<file path="config.mk">
export PLATFORM = sky130hd
export DESIGN_NAME = control_unit
export DESIGN_NICKNAME = d
export VERILOG_FILES = /design/src/rtl/cpu_pkg.sv /design/src/rtl/reg_sel_decoder.sv /design/src/rtl/control_unit.sv
export SDC_FILE = /design/constraint.sdc
export NUM_CORES = 1
export LEC_CHECK = 0
export CAP_MARGIN = 20
export CORE_MARGIN = 2
export CORE_UTILIZATION = 42
export DETAILED_ROUTE_END_ITERATION = 10
export PLACE_DENSITY = 0.82
export SYNTH_ARGS = -nofsm -noshare
export SYNTH_HDL_FRONTEND = slang
export SYNTH_SLANG_ARGS = --single-unit
export TNS_END_PERCENT = 1
</file>
<file path="constraint.sdc">
create_clock -name clk -period 3.07 [get_ports clk]
set_input_delay 0.7675 -clock clk [delete_from_list [all_inputs] [get_ports clk]]
set_output_delay 0.7675 -clock clk [all_outputs]
set_load 0.05 [all_outputs]
</file>
<file path="src/rtl/cpu_pkg.sv">
// Shared definitions for the 16-bit bus CPU control path.
// Latency: n/a (types and constants only).
// Backpressure: n/a.
package cpu_pkg;

    // Instruction opcodes, IR[15:12]. Opcodes 0..7 are R-type.
    localparam logic [3:0] OP_ADD = 4'd0;
    localparam logic [3:0] OP_SUB = 4'd1;
    localparam logic [3:0] OP_AND = 4'd2;
    localparam logic [3:0] OP_OR  = 4'd3;
    localparam logic [3:0] OP_XOR = 4'd4;
    localparam logic [3:0] OP_NOT = 4'd5;
    localparam logic [3:0] OP_MOV = 4'd6;
    localparam logic [3:0] OP_CMP = 4'd7;
    localparam logic [3:0] OP_LDI = 4'd8;
    localparam logic [3:0] OP_LD  = 4'd9;
    localparam logic [3:0] OP_ST  = 4'd10;
    localparam logic [3:0] OP_JMP = 4'd11;
    localparam logic [3:0] OP_BZ  = 4'd12;
    localparam logic [3:0] OP_BN  = 4'd13;
    localparam logic [3:0] OP_NOP = 4'd14;
    localparam logic [3:0] OP_HLT = 4'd15;

    // Memory wait budget; the counter width must hold MEM_WAIT_MAX.
    localparam int MEM_WAIT_MAX_DEF = 15;
    localparam int MEM_WAIT_W       = 4;

    typedef enum logic [3:0] {
        FETCH0, FETCH1, FETCH2, DECODE, EX0, EX1, EX2, HALT, FAULT
    } state_t;

    // One cycle's worth of control: bus/latch strobes plus register-file
    // selects (index + enable) and the ALU controls.
    typedef struct packed {
        logic       ir_in;
        logic       pc_in;
        logic       pc_out;
        logic       pc_inc;
        logic       mar_in;
        logic       mdr_in;
        logic       mdr_out;
        logic       y_in;
        logic       z_in;
        logic       z_out;
        logic       imm_out;
        logic       mem_read;
        logic       mem_write;
        logic       halt;
        logic       fault;
        logic       flags_in;
        logic       lat_en;
        logic [2:0] lat_idx;
        logic       drv_en;
        logic [2:0] drv_idx;
        logic [2:0] alu_op;
        logic [1:0] alu_shift;
    } ctl_t;

endpackage

</file>
<file path="src/rtl/reg_sel_decoder.sv">
// 3-bit register index to 8-bit one-hot select, gated by an enable.
// Latency: combinational. Backpressure: none.
// Ports: idx_i register index, en_i select enable, onehot_o one-hot (all zero when disabled).
module reg_sel_decoder (
    input  logic [2:0] idx_i,
    input  logic       en_i,
    output logic [7:0] onehot_o
);

    assign onehot_o = en_i ? (8'b0000_0001 << idx_i) : 8'b0000_0000;

endmodule

</file>
<file path="src/rtl/control_unit.sv">
// Fetch/decode/execute sequencer driving the DATA-bus strobes, ALU, PC and memory handshake.
// Latency: 4 fetch/decode cycles + 1..3 execute cycles, plus memory wait cycles.
// Backpressure: stalls in FETCH1 / LD-EX1 / ST-EX2 until mem_ready; faults after MEM_WAIT_MAX waits.
// Ports: clk, reset (async active-low); IR fields opcode/S/shift/rd_1/rd_2/rs_1/rs_2; flag_z/flag_n;
//        mem_ready; strobe outputs; reg_latch/reg_enable one-hot; alu_op/alu_shift/flags_in;
//        mem_read/mem_write; halt; fault.
module control_unit
    import cpu_pkg::*;
#(
    parameter int MEM_WAIT_MAX = MEM_WAIT_MAX_DEF
) (
    input  logic       clk,
    input  logic       reset,
    input  logic [3:0] opcode,
    input  logic       S,
    input  logic [1:0] shift,
    input  logic [2:0] rd_1,
    input  logic [2:0] rd_2,
    input  logic [2:0] rs_1,
    input  logic [2:0] rs_2,
    input  logic       flag_z,
    input  logic       flag_n,
    input  logic       mem_ready,
    output logic       IR_in,
    output logic       PC_in,
    output logic       PC_out,
    output logic       PC_inc,
    output logic       MAR_in,
    output logic       MDR_in,
    output logic       MDR_out,
    output logic       Y_in,
    output logic       Z_in,
    output logic       Z_out,
    output logic       imm_out,
    output logic [7:0] reg_latch,
    output logic [7:0] reg_enable,
    output logic [2:0] alu_op,
    output logic [1:0] alu_shift,
    output logic       flags_in,
    output logic       mem_read,
    output logic       mem_write,
    output logic       halt,
    output logic       fault
);

    state_t                state_q, state_d;
    logic [MEM_WAIT_W-1:0] wait_q, wait_d;
    ctl_t                  ctl_c;     // raw decode of the current state
    ctl_t                  ctl_o;     // forced to zero while reset is held
    logic                  rtype;

    assign rtype = ~opcode[3];

    always_ff @(posedge clk or negedge reset) begin
        if (!reset) begin
            state_q <= FETCH0;
            wait_q  <= '0;
        end else begin
            state_q <= state_d;
            wait_q  <= wait_d;
        end
    end

    always_comb begin
        state_d = state_q;
        wait_d  = wait_q;
        ctl_c   = '0;
        case (state_q)
            FETCH0: begin
                ctl_c.pc_out = 1'b1;
                ctl_c.mar_in = 1'b1;
                state_d      = FETCH1;
            end
            FETCH1: begin
                ctl_c.mem_read = 1'b1;
                if (mem_ready) begin
                    ctl_c.pc_inc = 1'b1;
                    state_d      = FETCH2;
                end
            end
            FETCH2: begin
                ctl_c.mdr_out = 1'b1;
                ctl_c.ir_in   = 1'b1;
                state_d       = DECODE;
            end
            DECODE: state_d = EX0;
            EX0: begin
                state_d = FETCH0;
                if (rtype) begin
                    ctl_c.drv_en  = 1'b1;
                    ctl_c.drv_idx = rs_1;
                    ctl_c.y_in    = 1'b1;
                    state_d       = EX1;
                end else begin
                    case (opcode)
                        OP_LDI: begin
                            ctl_c.imm_out = 1'b1;
                            ctl_c.lat_en  = 1'b1;
                            ctl_c.lat_idx = rd_2;
                        end
                        OP_LD, OP_ST: begin
                            ctl_c.drv_en  = 1'b1;
                            ctl_c.drv_idx = rs_2;
                            ctl_c.mar_in  = 1'b1;
                            state_d       = EX1;
                        end
                        // Flags come from the ALU flag register, which only updates in R-type EX1,
                        // so they are stable while a branch sits in EX0.
                        OP_JMP, OP_BZ, OP_BN: begin
                            if ((opcode == OP_JMP) || (opcode == OP_BZ && flag_z) ||
                                (opcode == OP_BN && flag_n)) begin
                                ctl_c.drv_en  = 1'b1;
                                ctl_c.drv_idx = rs_2;
                                ctl_c.pc_in   = 1'b1;
                            end
                        end
                        OP_HLT:  state_d = HALT;
                        default: state_d = FETCH0;   // NOP
                    endcase
                end
            end
            EX1: begin
                state_d = FETCH0;
                if (rtype) begin
                    ctl_c.drv_en    = 1'b1;
                    ctl_c.drv_idx   = rs_2;
                    ctl_c.alu_op    = opcode[2:0];
                    ctl_c.alu_shift = shift;
                    ctl_c.z_in      = 1'b1;
                    ctl_c.flags_in  = S | (opcode == OP_CMP);
                    state_d         = EX2;
                end else if (opcode == OP_LD) begin
                    ctl_c.mem_read = 1'b1;
                    state_d        = mem_ready ? EX2 : EX1;
                end else if (opcode == OP_ST) begin
                    ctl_c.drv_en  = 1'b1;
                    ctl_c.drv_idx = rd_2;
                    ctl_c.mdr_in  = 1'b1;
                    state_d       = EX2;
                end
            end
            EX2: begin
                state_d = FETCH0;
                if (rtype) begin
                    ctl_c.z_out   = 1'b1;
                    ctl_c.lat_en  = (opcode != OP_CMP);
                    ctl_c.lat_idx = rd_1;
                end else if (opcode == OP_LD) begin
                    ctl_c.mdr_out = 1'b1;
                    ctl_c.lat_en  = 1'b1;
                    ctl_c.lat_idx = rd_2;
                end else if (opcode == OP_ST) begin
                    ctl_c.mem_write = 1'b1;
                    state_d         = mem_ready ? FETCH0 : EX2;
                end
            end
            HALT: ctl_c.halt = 1'b1;
            FAULT: begin
                ctl_c.halt  = 1'b1;
                ctl_c.fault = 1'b1;
            end
            default: state_d = FETCH0;
        endcase

        // Wait counter only moves while a memory access is outstanding; mem_ready elsewhere
        // never reaches it. The last allowed wait cycle diverts to FAULT.
        if (ctl_c.mem_read || ctl_c.mem_write) begin
            if (mem_ready) begin
                wait_d = '0;
            end else begin
                wait_d = wait_q + MEM_WAIT_W'(1);
                if (wait_q == MEM_WAIT_W'(MEM_WAIT_MAX - 1)) begin
                    state_d = FAULT;
                end
            end
        end
    end

    // State is FETCH0 during reset, so outputs are blanked explicitly until release.
    assign ctl_o = reset ? ctl_c : '0;

    assign IR_in     = ctl_o.ir_in;
    assign PC_in     = ctl_o.pc_in;
    assign PC_out    = ctl_o.pc_out;
    assign PC_inc    = ctl_o.pc_inc;
    assign MAR_in    = ctl_o.mar_in;
    assign MDR_in    = ctl_o.mdr_in;
    assign MDR_out   = ctl_o.mdr_out;
    assign Y_in      = ctl_o.y_in;
    assign Z_in      = ctl_o.z_in;
    assign Z_out     = ctl_o.z_out;
    assign imm_out   = ctl_o.imm_out;
    assign mem_read  = ctl_o.mem_read;
    assign mem_write = ctl_o.mem_write;
    assign halt      = ctl_o.halt;
    assign fault     = ctl_o.fault;
    assign flags_in  = ctl_o.flags_in;
    assign alu_op    = ctl_o.alu_op;
    assign alu_shift = ctl_o.alu_shift;

    reg_sel_decoder u_latch_sel (
        .idx_i    (ctl_o.lat_idx),
        .en_i     (ctl_o.lat_en),
        .onehot_o (reg_latch)
    );

    reg_sel_decoder u_drive_sel (
        .idx_i    (ctl_o.drv_idx),
        .en_i     (ctl_o.drv_en),
        .onehot_o (reg_enable)
    );

endmodule

</file>
==> results of run 1 <==
==> synthesized netlist by cell type (all sizes together), types with 4 or more instances <==
master and instances:
nor3 18, a21oi 16, nand2 14, nor2 12, o21ai 9, buf 8, dfrtp 8, and2 7
inv 6, nor3b 6, nor4 6, nand3 5, nor2b 5, clkbuf 4
==> cell families after synthesis <==
logic type / Yosys count / share of synthesized area [%]
simple gates: 98 / 47.07
compound gates: 49 / 25.51
buf+inv: 18 / 6.255
flops: 8 / 15.40
mux: 4 / 3.176
fa+ha+maj: 2 / 1.925
xor+xnor: 1 / 0.6738
==> stage by stage <==
stage	setup TNS (ns)	cells
detailed placement	-10.51	306
global placement	-8.106	306
floorplan	-6.202	180
==> impl_metrics.ini, run 1 <==
[synthesis]
synth_cell_type_count = 57
yosysWarnings = 0
ys_seq_area_share_pct = 15.40
synth_largest_area_cell = dfrtp_1
synth_edf_count = 0
synth.top_cell.area_share_pct = 15.40
synth_top_flop_cell = dfrtp_1
avgSynthCellArea_sq_um = 7.222
synthCells = 180
syn_nets = 206
synth_top_cells_by_area = dfrtp_1 15%, nor3_1 6.9%, a21oi_1 5.8%, nand2_1 4.0%, o21ai_0 3.5%
syn_area_sq_mm = 0.001300
ys_async_sr_fraction_pct = 100.0
synth-seq-cells = 8

[run_status]
tool.error = [ERROR DPL-0038] Utilization greater than 100%, impossible to legalize
status = did not finish
haltStage = clock tree synthesis (4_1_cts)

[clocking]
ctsResizeCount = 64
ctsHoldBuffers = 0
postCtsSetupBuffers = 12
cts_buffers = 3
h-tree-depth = 1
cts_buffer_depth = 2
clock-sinks = 8
cts_root_buf = clkbuf_4

[floorplan]
rows = 20
initial_core_util_pct = 43.29
chipHeight_um = 59.64
die_w_um = 59.64
num_io_pins = 61

[placed_design]
gp_congestion = 0.9644
numPortBuffers = 60
placed_area_sq_mm = 0.002720
hpwl_um = 5169
place_ws_ns = -0.7079
==> run 2, diff against run 1 <==
Settings changed: CORE_UTILIZATION 42 to 30, PLACE_DENSITY 0.82 to unset, PLACE_DENSITY_LB_ADDON set to 0.15.
==> impl_metrics.ini, run 2 <==
[synthesis]
synthCells = 180
synth_largest_area_cell = dfrtp_1
ys_seq_area_share_pct = 15.40
yosysMostFrequentCell = nor3_1
synth.top_cell.area_share_pct = 15.40
synth_edf_count = 0
synth_top_flop_cell = dfrtp_1
syn_nets = 206
ys_async_sr_fraction_pct = 100.0
synth_top_cells_by_area = dfrtp_1 15%, nor3_1 6.9%, a21oi_1 5.8%, nand2_1 4.0%, o21ai_0 3.5%
yosysWarnings = 0
synth_cell_type_count = 57
syn_area_sq_mm = 0.001300
synth-seq-cells = 8
netlist_top_cells_count = 18 x nor3_1, 15 x a21oi_1, 14 x nand2_1, 12 x nor2_1, 9 x o21ai_0
avgSynthCellArea_sq_um = 7.222

[cells_and_area]
mostFrequentLayoutCell = buf_4
layout_common_cells = 59 x buf_4, 34 x buf_12, 13 x clkdlybuf4s50_1, 13 x buf_6, 12 x nand2_1
diodes = 0
fillers = 264
reg.largest.list = state_q x4, wait_q x4
stdcell_area_sq_mm = 0.003218
finish.utilization_pct = 78.75
multi_input_area_sq_mm = 0.001411
nNetsFinal = 325
seqCellArea_sq_um = 200.2
syn2layout_area_growth_pct = 147.5
drive_gt1_share_pct = 56.57

[setup_path]
reg2reg_from = state_q[0]
critPathMaxFanout = 6
r2r_end = state_q[2]
criticalPathCategory = in2out
cp_slowest_cell = or3b_4
cp.arrival_ns = 2.39
end_kind = output pin
cp.required_ns = 2.30
cp-start-kind = input port
r2r_slack_ns = 1.27
path_common_cell = buf_6
rr_worst_depth = 6
path_cells = buf_6 -> buf_6 -> buf_6 -> a21oi_2 -> o221ai_2 -> a21oi_2 -> or3b_4 -> buf_4 -> nor3_4 -> buf_12
cpPeakStageDelay_ns = 0.44
critPathLaunch = opcode[0]

[clocking]
clk-insertion-delay-late_ns = 0.23
cts_buffers = 3
clock-sinks = 8
ctsHoldBuffers = 0
h-tree-depth = 1
cts_root_buf = clkbuf_8
cts_tree = yes
cts_buffer_depth = 2
path_clk_slew_ns = 0.04

[sta]
layout_min_cycle_time_ns = 3.153
slew_viol_final = 0
setup_viol = 8
rsz0062_at_grt = yes
fin_crit_sh_pct = 102.7
max_freq_mhz = 317.2
setup_ws_ns = -0.08260
finalHoldViolations = 0
tightest_slew_ns = 0.5128
slew_headroom_pct = 65.81
fin_skew_ns = 0.0007563

[hold_path]
hold_end = wait_q[3]
hp-class = reg2reg
hold_path_startpoint = wait_q[3]
worstHoldPathCells = 1

[floorplan]
num_io_pins = 61
chipHeight_um = 69.83
rows = 23
core-area_sq_mm = 0.004086
die_w_um = 69.83
initial_core_util_pct = 31.81
die_area_sq_mm = 0.004876

[route]
totalWireLength_um = 5740
drcViolationCount = 0
firstDrtPassIters = 4
avgViaCountPerCell = 5.383
vias = 1868
drtIter0Drc = 70
ant_nets = 0
routedWlPerCell_um = 16.54

[grt]
grt_max_degree = 13
grt_pass1_vias = 1958
grt_use_total_pct = 23.19
overflow = 0
grt_first_pass_wirelength_um = 9453
antenna_found_initial = 0

[run_status]
violations = setup timing
status = complete, but fails checks

[placed_design]
place_ws_ns = -0.5768
gp_congestion = 0.8727
numPortBuffers = 60
hpwl_um = 3922
placed_area_sq_mm = 0.002824

[power]
power_density_mw_per_mm2 = 115.9
ir_drop_mv = 0.1716
power_leakage_nw = 1.365

[flow_run]
cap_violations = 0
==> run 2: area by class of cell <==
type,count,share of cell area [%]
inverters,6,0.6998
multi-input cells,154,43.86
well taps,50,1.944
flip-flops and latches,8,6.221
repair buffers,126,46.00
clock buffers,3,1.283
==> run 2: logic make-up after synthesis <==
group / synth area share [%]
buffers and inverters: 6.255
adders and majority gates: 1.925
xor gates and xnor gates: 0.6738
muxes: 3.176
AOI/OAI and AO/OA: 25.51
and+or+nand+nor: 47.07
DFF: 15.40
==> run 2: worst max-delay path by stage <==
stage	end	slack, ns	cells after the start
4_1_cts	reg_latch[2]	-0.1	9
3_5_place_dp	reg_latch[2]	-0.58	8
3_3_place_gp	reg_latch[2]	-0.52	8
5_1_grt	reg_latch[3]	-0.15	10
2_1_floorplan	reg_latch[0]	-0.38	6
6_report	reg_latch[1]	-0.08	10
==> run 2: what timing repair did <==
item,in CTS,in global routing
setup buffers,13,0
pin swaps,22,10
endpoints found under the setup margin,25,16
gates resized for setup,69,17
==> run 2: where the power goes <==
group,total [W],switching [W],internal [W]
clock,0.000127,0.0000422,0.0000850
sequential,0.000109,0.00000149,0.000107
combinational,0.000137,0.0000639,0.0000732
total,0.000373,0.000108,0.000266
==> run 2: stage by stage <==
| step | instances | power (W) | setup TNS (ns) | hold WS (ns) |
|---|---|---|---|---|
| floorplan | 180 | 0.0001474 | -6.202 | 0.4719 |
| global placement | 334 | 0.0002176 | -7.538 | 0.5197 |
| finish | 347 | 0.0003731 | -0.4744 | 0.5370 |
| CTS | 347 | 0.0003674 | -0.6450 | 0.5354 |
| detailed placement | 334 | 0.0002183 | -8.341 | 0.5256 |
| global route | 347 | 0.0003865 | -1.395 | 0.5630 |
==> run 2: metal layers <==
metal / routed length (um) / GRT usage (%) / vias to the layer above
li1: - / - / 917
met3: 247 / 3.924 / 10
met1: 2367 / 28.67 / 883
met2: 3038 / 41.16 / 58
met5: 0 / 0 / -
met4: 87 / 6.410 / 0
==> run 2: critical path: cells and delay by family <==
kind | cells | cell delay [ns]
AND/OR/NAND/NOR | 2 | 0.59
buffers and inverters | 5 | 0.65
AO/OA/AOI/OAI | 3 | 0.37
No activity file was read; power rests on OpenSTA's default activity.
